===== config.mk =====
export PLATFORM = sky130hd
export DESIGN_NAME = fp_op_sequencer
export DESIGN_NICKNAME = d
export VERILOG_FILES = /design/src/rtl/fp_pkg.sv /design/src/rtl/fp_req_fifo.sv /design/src/rtl/fp_op_sequencer.sv
export SDC_FILE = /design/constraint.sdc
export NUM_CORES = 1
export LEC_CHECK = 0
export BUFFER_PORTS_ARGS = -buffer_cell sky130_fd_sc_hd__buf_2
export CORE_AREA = 3 3 210 212
export CTS_CLUSTER_SIZE = 12
export DETAILED_ROUTE_END_ITERATION = 8
export DIE_AREA = 0 0 213 215
export SLEW_MARGIN = 40
export SYNTH_ARGS = -nofsm -noshare
export SYNTH_HDL_FRONTEND = slang
export SYNTH_HIERARCHICAL = 1
export SYNTH_SLANG_ARGS = --single-unit

===== constraint.sdc =====
create_clock -name clk -period 4.3 [get_ports clk]
set_input_delay 0.43 -clock clk [delete_from_list [all_inputs] [get_ports clk]]
set_output_delay 0.43 -clock clk [all_outputs]
set_load 0.05 [all_outputs]

===== src/rtl/fp_pkg.sv =====
// Shared types and constants for the floating-point operation sequencer and its
// execution units.
package fp_pkg;

  typedef enum logic [1:0] {
    OP_ADD = 2'd0,
    OP_SUB = 2'd1,
    OP_MUL = 2'd2,
    OP_DIV = 2'd3
  } opcode_t;

  typedef enum logic [2:0] {
    ERR_NONE      = 3'd0,
    ERR_INVALID   = 3'd1,
    ERR_DIV0      = 3'd2,
    ERR_OVERFLOW  = 3'd3,
    ERR_UNDERFLOW = 3'd4,
    ERR_INEXACT   = 3'd5
  } o_err_t;

  typedef enum logic [1:0] {
    ST_IDLE  = 2'd0,
    ST_ISSUE = 2'd1,
    ST_WAIT  = 2'd2,
    ST_RESP  = 2'd3
  } seq_state_t;

  localparam int unsigned N_UNITS     = 3;
  localparam logic [1:0]  UNIT_ADDSUB = 2'd0;
  localparam logic [1:0]  UNIT_MUL    = 2'd1;
  localparam logic [1:0]  UNIT_DIV    = 2'd2;
  localparam logic [31:0] QNAN        = 32'h7FC0_0000;

  // ADD and SUB share unit 0; ex_sub tells that unit which one to perform.
  function automatic logic [1:0] unit_of(opcode_t opc);
    case (opc)
      OP_MUL:  return UNIT_MUL;
      OP_DIV:  return UNIT_DIV;
      default: return UNIT_ADDSUB;
    endcase
  endfunction

endpackage


===== src/rtl/fp_req_fifo.sv =====
// Request queue: DEPTH-entry FIFO with wrap-bit pointers. The head entry is
// visible combinationally so the consumer can register it on the pop edge.
module fp_req_fifo #(
  parameter int DEPTH  = 4,
  parameter int DATA_W = 8
) (
  input  logic              clk,
  input  logic              reset_n,
  input  logic              push,
  input  logic              pop,
  input  logic [DATA_W-1:0] wr_data,
  output logic [DATA_W-1:0] rd_data,
  output logic              full,
  output logic              empty
);

  localparam int IDX_W = $clog2(DEPTH);

  logic [IDX_W:0]      wr_ptr_reg;
  logic [IDX_W:0]      rd_ptr_reg;
  logic [DATA_W-1:0]   mem [DEPTH];
  logic                do_push;
  logic                do_pop;

  assign full    = (wr_ptr_reg[IDX_W] != rd_ptr_reg[IDX_W]) &&
                   (wr_ptr_reg[IDX_W-1:0] == rd_ptr_reg[IDX_W-1:0]);
  assign empty   = (wr_ptr_reg == rd_ptr_reg);
  // A pop in the same cycle never frees a slot for a push into a full queue.
  assign do_push = push && !full;
  assign do_pop  = pop && !empty;
  assign rd_data = mem[rd_ptr_reg[IDX_W-1:0]];

  always_ff @(posedge clk or negedge reset_n) begin
    if (!reset_n) begin
      wr_ptr_reg <= '0;
      rd_ptr_reg <= '0;
    end else begin
      if (do_push) wr_ptr_reg <= wr_ptr_reg + 1'b1;
      if (do_pop)  rd_ptr_reg <= rd_ptr_reg + 1'b1;
    end
  end

  always_ff @(posedge clk) begin
    if (do_push) mem[wr_ptr_reg[IDX_W-1:0]] <= wr_data;
  end

endmodule


===== src/rtl/fp_op_sequencer.sv =====
// Queues FP requests and runs them one at a time on the add/sub, mul or div
// unit, returning the result (or a qNaN on unit timeout) strictly in order.
module fp_op_sequencer
  import fp_pkg::*;
#(
  parameter int DEPTH       = 4,
  parameter int TAG_W       = 4,
  parameter int TIMEOUT_CYC = 64
) (
  input  logic             clk,
  input  logic             reset_n,
  input  logic             req_valid,
  output logic             req_ready,
  input  opcode_t          req_opc,
  input  logic [31:0]      req_a,
  input  logic [31:0]      req_b,
  input  logic [TAG_W-1:0] req_tag,
  output logic [2:0]       ex_start,
  output logic [31:0]      ex_a,
  output logic [31:0]      ex_b,
  output logic             ex_sub,
  input  logic [2:0]       ex_done,
  input  logic [31:0]      ex_result [N_UNITS],
  input  o_err_t           ex_err [N_UNITS],
  output logic             rsp_valid,
  input  logic             rsp_ready,
  output logic [31:0]      rsp_result,
  output o_err_t           rsp_err,
  output logic [TAG_W-1:0] rsp_tag,
  output logic             rsp_timeout,
  output logic             busy,
  output logic [15:0]      ops_done
);

  localparam int ENTRY_W = 2 + 32 + 32 + TAG_W;
  localparam int CNT_W   = $clog2(TIMEOUT_CYC + 1);
  localparam logic [CNT_W-1:0] CNT_LAST = CNT_W'(TIMEOUT_CYC - 1);

  seq_state_t         state_reg;
  logic [1:0]         unit_reg;
  logic [TAG_W-1:0]   tag_reg;
  logic [CNT_W-1:0]   wait_cnt_reg;

  logic [ENTRY_W-1:0] fifo_wr_data;
  logic [ENTRY_W-1:0] fifo_rd_data;
  logic               fifo_full;
  logic               fifo_empty;
  logic               fifo_pop;
  opcode_t            head_opc;
  logic [31:0]        head_a;
  logic [31:0]        head_b;
  logic [TAG_W-1:0]   head_tag;
  logic               done_sel;

  assign fifo_wr_data = {req_opc, req_a, req_b, req_tag};
  assign head_opc     = opcode_t'(fifo_rd_data[ENTRY_W-1 -: 2]);
  assign head_a       = fifo_rd_data[TAG_W+63 -: 32];
  assign head_b       = fifo_rd_data[TAG_W+31 -: 32];
  assign head_tag     = fifo_rd_data[TAG_W-1:0];

  assign fifo_pop  = (state_reg == ST_IDLE) && !fifo_empty;
  assign req_ready = !fifo_full;
  assign busy      = (state_reg != ST_IDLE) || !fifo_empty;
  // Only the unit that was started may end the wait; other done bits are noise.
  assign done_sel  = ex_done[unit_reg];

  fp_req_fifo #(
    .DEPTH  (DEPTH),
    .DATA_W (ENTRY_W)
  ) u_req_fifo (
    .clk     (clk),
    .reset_n (reset_n),
    .push    (req_valid),
    .pop     (fifo_pop),
    .wr_data (fifo_wr_data),
    .rd_data (fifo_rd_data),
    .full    (fifo_full),
    .empty   (fifo_empty)
  );

  always_ff @(posedge clk or negedge reset_n) begin
    if (!reset_n) begin
      state_reg    <= ST_IDLE;
      unit_reg     <= UNIT_ADDSUB;
      tag_reg      <= '0;
      wait_cnt_reg <= '0;
      ex_start     <= '0;
      ex_a         <= '0;
      ex_b         <= '0;
      ex_sub       <= 1'b0;
      rsp_valid    <= 1'b0;
      rsp_result   <= '0;
      rsp_err      <= ERR_NONE;
      rsp_tag      <= '0;
      rsp_timeout  <= 1'b0;
      ops_done     <= '0;
    end else begin
      case (state_reg)
        ST_IDLE: begin
          if (!fifo_empty) begin
            unit_reg  <= unit_of(head_opc);
            tag_reg   <= head_tag;
            ex_start  <= 3'b001 << unit_of(head_opc);
            ex_a      <= head_a;
            ex_b      <= head_b;
            ex_sub    <= (head_opc == OP_SUB);
            state_reg <= ST_ISSUE;
          end
        end
        ST_ISSUE: begin
          ex_start     <= '0;
          wait_cnt_reg <= '0;
          state_reg    <= ST_WAIT;
        end
        ST_WAIT: begin
          if (done_sel) begin
            rsp_result  <= ex_result[unit_reg];
            rsp_err     <= ex_err[unit_reg];
            rsp_timeout <= 1'b0;
            rsp_tag     <= tag_reg;
            rsp_valid   <= 1'b1;
            state_reg   <= ST_RESP;
          end else if (wait_cnt_reg == CNT_LAST) begin
            // rsp_err deliberately keeps the previous operation's code.
            rsp_result  <= QNAN;
            rsp_timeout <= 1'b1;
            rsp_tag     <= tag_reg;
            rsp_valid   <= 1'b1;
            state_reg   <= ST_RESP;
          end else begin
            wait_cnt_reg <= wait_cnt_reg + 1'b1;
          end
        end
        ST_RESP: begin
          if (rsp_ready) begin
            rsp_valid <= 1'b0;
            ops_done  <= ops_done + 16'd1;
            state_reg <= ST_IDLE;
          end
        end
        default: state_reg <= ST_IDLE;
      endcase
    end
  end

endmodule


==> results of run 1 <==
## synth_stat cells (2+ instances only)
cell type | n | area share (%)
buf_6 | 3 | 0.20
xnor2_1 | 17 | 0.88
xor2_1 | 5 | 0.26
mux4_2 | 70 | 9.3
mux2_1 | 3 | 0.20
buf_4 | 7 | 0.31
inv_1 | 10 | 0.22
nor3_1 | 5 | 0.15
edfxtp_1 | 280 | 50
a21oi_1 | 31 | 0.92
o21ai_0 | 17 | 0.50
ha_1 | 12 | 0.89
nand2_1 | 241 | 5.4
a211oi_1 | 2 | 0.089
a21boi_0 | 2 | 0.089
o2bb2ai_1 | 23 | 1.2
dfrtp_1 | 146 | 22
mux2i_1 | 37 | 2.2
mux2_2 | 5 | 0.33
o31ai_1 | 6 | 0.27
nand3b_1 | 2 | 0.089
o22a_1 | 10 | 0.52
buf_2 | 19 | 0.56
nor2_1 | 29 | 0.64
a22o_1 | 3 | 0.16
and3_1 | 8 | 0.30
nand4_1 | 3 | 0.11
nand2b_1 | 5 | 0.19
xor2_2 | 2 | 0.19
clkbuf_1 | 22 | 0.49
nand3_1 | 13 | 0.38
## routing by layer
layer	global-route usage, %	vias to the layer above	wire, microns
met2	29.5	312	19300
li1	-	4603	-
met4	5.48	14	939
met1	21.0	4946	16300
met5	0	-	86
met3	4.74	74	2900
## power breakdown
group          switching (W)  internal (W)  leakage (nW)
Combinational        0.00434       0.00198          3.22
Sequential          0.000519       0.00560          4.39
Clock                0.00160       0.00229         0.717
Total                0.00645       0.00988          8.33
## final timing paths
path / start / endpoint / slack, ns / cells past startpoint
min in group asynchronous: reset_n / ops_done[8] / 0.34 / 2
max in group asynchronous: reset_n / rsp_result[30] / 2.81 / 4
worst min register to register: ops_done[15] / ops_done[15] / 0.47 / 1
worst max register to register: u_req_fifo/rd_ptr_reg[1] / u_req_fifo/rd_ptr_reg[0] / 1.60 / 7
worst max-delay path: u_req_fifo/rd_ptr_reg[1] / busy / 1.24 / 4
worst min-delay path: req_a[4] / u_req_fifo/mem[2][40] / 0.06 / 1
## worst max-delay path, cell delays in order (launching register included)
cell	delay, ns
dfrtp_4	0.62
xor2_1	0.26
nor3_1	0.61
nand2_1	0.28
buf_2	0.29
## logic make-up after synthesis
| kind of cell | Yosys count | share of synthesized area (%) |
|---|---|---|
| XOR/XNOR | 24 | 1.33 |
| adder cells (fa/ha/maj) | 12 | 0.888 |
| flip-flops | 426 | 71.3 |
| AND/OR/NAND/NOR | 313 | 7.53 |
| multiplexers | 117 | 12.3 |
| buffers and inverters | 63 | 1.83 |
| AO/OA/AOI/OAI | 108 | 4.81 |
## area by class of cell
type	count	share of cell area (%)
clock buffer	72	6.34
tap	539	3.27
clock inverter	14	0.969
sequential	426	58.4
antenna	4	0.0485
inverter	11	0.200
timing repair buffer	324	8.58
multi-input combinational	574	22.2
## per-stage QoR
| step | instances | total power (W) | setup slack (ns) | cell area, sq um | hold slack [ns] |
|---|---|---|---|---|---|
| 3_5_place_dp | 1872 | 0.0126 | 1.44 | 19100 | 0.456 |
| 2_1_floorplan | 1063 | 0.0108 | 0.869 | 16900 | 0.134 |
| 4_1_cts | 1959 | 0.0166 | 1.18 | 20600 | 0.0221 |
| 3_3_place_gp | 1872 | 0.0125 | 1.45 | 19100 | 0.453 |
| 5_1_grt | 1962 | 0.0173 | 1.11 | 20600 | 0.0352 |
| 6_report | 1964 | 0.0163 | 1.24 | 20700 | 0.0607 |
==> results.sh, run 1 <==
export IMPL_postRouteWirelength_mm=39.6
export IMPL_clock_sinks=426
export IMPL_syn_inst=1063
export IMPL_largest_reg_flops=280
export IMPL_start_util_pct=40.1
export IMPL_hpwl_mm=24.2
export IMPL_drt_pass1_iter_count=4
export IMPL_vdd_ir_drop_max_v=0.000471
export IMPL_clockBufferDepth=3
export IMPL_multi_input_area_sq_um=4580
export IMPL_coreArea_sq_um=42100
export IMPL_final_core_util_pct=49.0
export IMPL_min_period_ns=3.06
export IMPL_cts_made_buffers=46
export IMPL_fill_cells=3649
export IMPL_yosysWarnings=6
export IMPL_detail_route_antenna_nets=0
export IMPL_layout_common_cells="307 x buf_2, 280 x edfxtp_1, 241 x nand2_1"
export IMPL_synth_edf_count=280
export IMPL_post_cts_resized=0
export IMPL_hold_viol_final=0
export IMPL_finalNetCount=1577
export IMPL_seq_area_frac_synth_pct=71.3
export IMPL_cts_tree="built"
export IMPL_worstSetupPathType="reg -> out"
export IMPL_cts_hold_buf=1
export IMPL_io_buffers=308
export IMPL_maxSlewHeadroom_pct=46.8
export IMPL_chipWidth_microns=213
export IMPL_avgRoutedWirePerCell_microns=20.2
export IMPL_num_io_pins=309
export IMPL_synthesis_area_sq_um=16900
export IMPL_ys_ff_latch=426
export IMPL_area_growth_pct=22.2
export IMPL_layout_commonest_cell="buf_2"
export IMPL_worstPathArrival_ns=2.63
export IMPL_grt_use_total_pct=17.2
export IMPL_ff_latch_area_sq_um=12100
export IMPL_cap_violations=0
export IMPL_synthArstFlopShare_pct=34.3
export IMPL_layout_drive_gt1_share_pct=34.1
export IMPL_setup_viol=0
export IMPL_vias=9949
export IMPL_critPathCaptureType="output port"
export IMPL_p_leak_nw=8.33
export IMPL_fin_tns_setup_ns=0
export IMPL_clk_latency_ns=0.58
export IMPL_fin_skew_ns=0.0192
export IMPL_clockRootBuffer="clkbuf_16"
export IMPL_powerDensity_nw_per_um2=791
export IMPL_synth_cell_type_count=56
export IMPL_grt_pass1_wl_mm=60.2
export IMPL_crit_required_ns=3.87
export IMPL_rows=75
export IMPL_grt_antenna_before_repair=11
export IMPL_synthFlopType="edfxtp_1"
export IMPL_hp_class="in -> reg"
export IMPL_grt_overflow_total=0
export IMPL_grt_pass1_vias=10500
export IMPL_fmax_mhz=327
export IMPL_die_height_microns=215
export IMPL_drtIter0Drc=465
export IMPL_die_area_sq_um=45800
export IMPL_grt_setup_unrepaired="false"
export IMPL_viasPerCell=5.07
export IMPL_drc_errors=0
export IMPL_grt_start_max_net_pins=90
export IMPL_syn_mean_instance_area_sq_um=15.9
export IMPL_cts_clk_slew_worst_paths_ns=0.06
export IMPL_place_congestion=0.739
export IMPL_cts_setup_buffers=0
export IMPL_slew_viol_final=0
export IMPL_cts_htree_levels=2
export IMPL_finalCritPeriodShare_pct=71.2
export IMPL_status="completed"
export IMPL_start_kind="flop"
export IMPL_synthesis_nets=1257
export IMPL_worstMarginPinSlew_ns=0.798
export IMPL_cp_max_fo=20
No activity file was read; power rests on OpenSTA's default activity.
==> run 2: changes to the inputs <==
==> constraint.sdc (replaced) <==
create_clock -name clk -period 3.1 [get_ports clk]
set_input_delay 0.31 -clock clk [delete_from_list [all_inputs] [get_ports clk]]
set_output_delay 0.31 -clock clk [all_outputs]
set_load 0.05 [all_outputs]
==> run 2 against run 1 <==
  * Register-to-register slack lost 0.74 ns
  * Non-clock buffer count grew 83
  * Critical path depth grew 1
  * Via count grew 3.4%
  * Core utilization grew 2.0 points
  * Routed wire length shrank 0.32%
  * Sequential share of layout area shrank 2.2 points
==> results.sh, run 2 (synthesis results as in run 1) <==
export IMPL_crit_required_ns=2.79
export IMPL_postRouteWirelength_mm=39.5
export IMPL_grt_setup_unrepaired="false"
export IMPL_r2r_slack_ns=0.86
export IMPL_max_stage_delay_ns=0.57
export IMPL_hp_class="in -> reg"
export IMPL_final_core_util_pct=51.0
export IMPL_cts_hold_buf=72
export IMPL_grt_pass1_vias=10700
export IMPL_detail_route_antenna_nets=0
export IMPL_critPathCaptureType="output port"
export IMPL_p_leak_nw=8.72
export IMPL_hold_viol_final=0
export IMPL_vias=10300
export IMPL_cts_setup_buffers=0
export IMPL_r2r_end="u_req_fifo/rd_ptr_reg[1]"
export IMPL_cts_htree_levels=2
export IMPL_finalNetCount=1661
export IMPL_worstPathArrival_ns=2.25
export IMPL_viasPerCell=5.03
export IMPL_grt_overflow_total=0
export IMPL_finalCritPeriodShare_pct=82.7
export IMPL_start_kind="flop"
export IMPL_cts_tree="built"
export IMPL_die_area_sq_um=45800
export IMPL_maxSlewHeadroom_pct=51.6
export IMPL_layout_drive_gt1_share_pct=33.4
export IMPL_vdd_ir_drop_max_v=0.000692
export IMPL_cts_clk_slew_worst_paths_ns=0.06
export IMPL_layout_commonest_cell="buf_2"
export IMPL_cp_max_fo=11
export IMPL_worstHoldStart="ex_result[49]"
export IMPL_fmax_mhz=390
export IMPL_coreArea_sq_um=42100
export IMPL_worstMarginPinSlew_ns=0.726
export IMPL_slowest_stage="dfrtp_4"
export IMPL_cts_made_buffers=47
export IMPL_clockRootBuffer="clkbuf_16"
export IMPL_powerDensity_nw_per_um2=1060
export IMPL_layout_common_cells="307 x buf_2, 280 x edfxtp_1, 241 x nand2_1"
export IMPL_worstSetupPathType="reg -> out"
export IMPL_io_buffers=308
export IMPL_rows=75
export IMPL_r2r_worst_path_cells=9
export IMPL_fin_skew_ns=0.00813
export IMPL_multi_input_area_sq_um=4570
export IMPL_largest_reg_flops=280
export IMPL_num_io_pins=309
export IMPL_crit_reg2reg_launch="u_req_fifo/rd_ptr_reg[1]"
export IMPL_place_congestion=0.747
export IMPL_hold_end="rsp_result[17]"
export IMPL_start_util_pct=40.1
export IMPL_cap_violations=0
export IMPL_fin_tns_setup_ns=0
export IMPL_grt_use_total_pct=17.1
export IMPL_grt_start_max_net_pins=84
export IMPL_fill_cells=3587
export IMPL_status="completed"
export IMPL_clock_sinks=426
export IMPL_clockBufferDepth=3
export IMPL_ff_latch_area_sq_um=12100
export IMPL_die_height_microns=215
export IMPL_clk_latency_ns=0.56
export IMPL_worstPathCellList="xor2_1, nor3_1, buf_4, nand2_1, buf_2"
export IMPL_drc_errors=0
export IMPL_hpwl_mm=25.8
export IMPL_area_growth_pct=27.0
export IMPL_chipWidth_microns=213
export IMPL_slew_viol_final=0
export IMPL_grt_pass1_wl_mm=61.0
export IMPL_whs_path_depth=3
export IMPL_avgRoutedWirePerCell_microns=19.3
export IMPL_drt_pass1_iter_count=5
export IMPL_drtIter0Drc=560
export IMPL_min_period_ns=2.56
export IMPL_post_cts_resized=0
export IMPL_grt_antenna_before_repair=4
export IMPL_setup_viol=0
## run 2: changes by cell type in the layout (fill, tap and decap cells not counted), moves of 3 or more
cell / before / now
dlygate4sd3_1: 1 / 72
clkinv_2: 4 / 8
clkbuf_8: 4 / 9
buf_4: 5 / 15
clkinv_1: 2 / 5
buf_12: 5 / 10
clkbuf_1: 21 / 12
## run 2: metal layers
metal | routed length [microns] | share of wire, % | track usage, % | vias to the layer above
met5 | 13 | 0.033 | 0 | -
met4 | 833 | 2.1 | 4.35 | 2
met3 | 2850 | 7.2 | 4.38 | 55
met2 | 19200 | 49 | 28.9 | 330
met1 | 16600 | 42 | 22.1 | 5131
li1 | - | - | - | 4772
## run 2: worst max path at each step
| stage | slack [ns] | from | end | cells past startpoint |
|---|---|---|---|---|
| 3_5_place_dp | 0.71 | u_req_fifo/rd_ptr_reg[1] | ex_a[20] | 7 |
| 4_1_cts | 0.47 | u_req_fifo/rd_ptr_reg[1] | busy | 5 |
| 6_report | 0.54 | u_req_fifo/rd_ptr_reg[1] | busy | 5 |
| 5_1_grt | 0.38 | u_req_fifo/rd_ptr_reg[0] | req_ready | 5 |
| 3_3_place_gp | 0.76 | u_req_fifo/rd_ptr_reg[1] | u_req_fifo/rd_ptr_reg[1] | 5 |
| 2_1_floorplan | 0.08 | u_req_fifo/rd_ptr_reg[0] | u_req_fifo/mem[1][0] | 4 |
## run 2: worst max-delay path: cells and delay by family (launching register included)
| family | cells | cell delay [ns] |
|---|---|---|
| flops | 1 | 0.57 |
| xor+xnor | 1 | 0.35 |
| buf+inv | 2 | 0.49 |
| simple gates | 2 | 0.29 |
## run 2: final cells by class
| type | instances | share of cell area [%] |
|---|---|---|
| antenna | 3 | 0.0350 |
| timing repair buffer | 407 | 12.1 |
| clock inverter | 18 | 0.641 |
| tap | 539 | 3.14 |
| multi-input combinational | 574 | 21.3 |
| inverter | 11 | 0.192 |
| sequential | 426 | 56.2 |
| clock buffer | 69 | 6.38 |
## run 2: power breakdown
part | switching (W) | internal, W | leakage (nW)
Clock | 0.00218 | 0.00315 | 0.742
Combinational | 0.00602 | 0.00293 | 3.59
Sequential | 0.000703 | 0.00776 | 4.39
## run 2: per-stage QoR
stage / hold slack, ns / worst slack [ns] / total power, W / std cells / instance area [sq um]
2_1_floorplan: 0.0144 / 0.0817 / 0.0150 / 1063 / 16900
3_3_place_gp: 0.451 / 0.762 / 0.0175 / 1885 / 19200
3_5_place_dp: 0.383 / 0.712 / 0.0176 / 1885 / 19200
4_1_cts: 0.00722 / 0.475 / 0.0231 / 2044 / 21500
5_1_grt: 0.0280 / 0.385 / 0.0240 / 2046 / 21500
6_report: 0.0453 / 0.536 / 0.0227 / 2047 / 21500
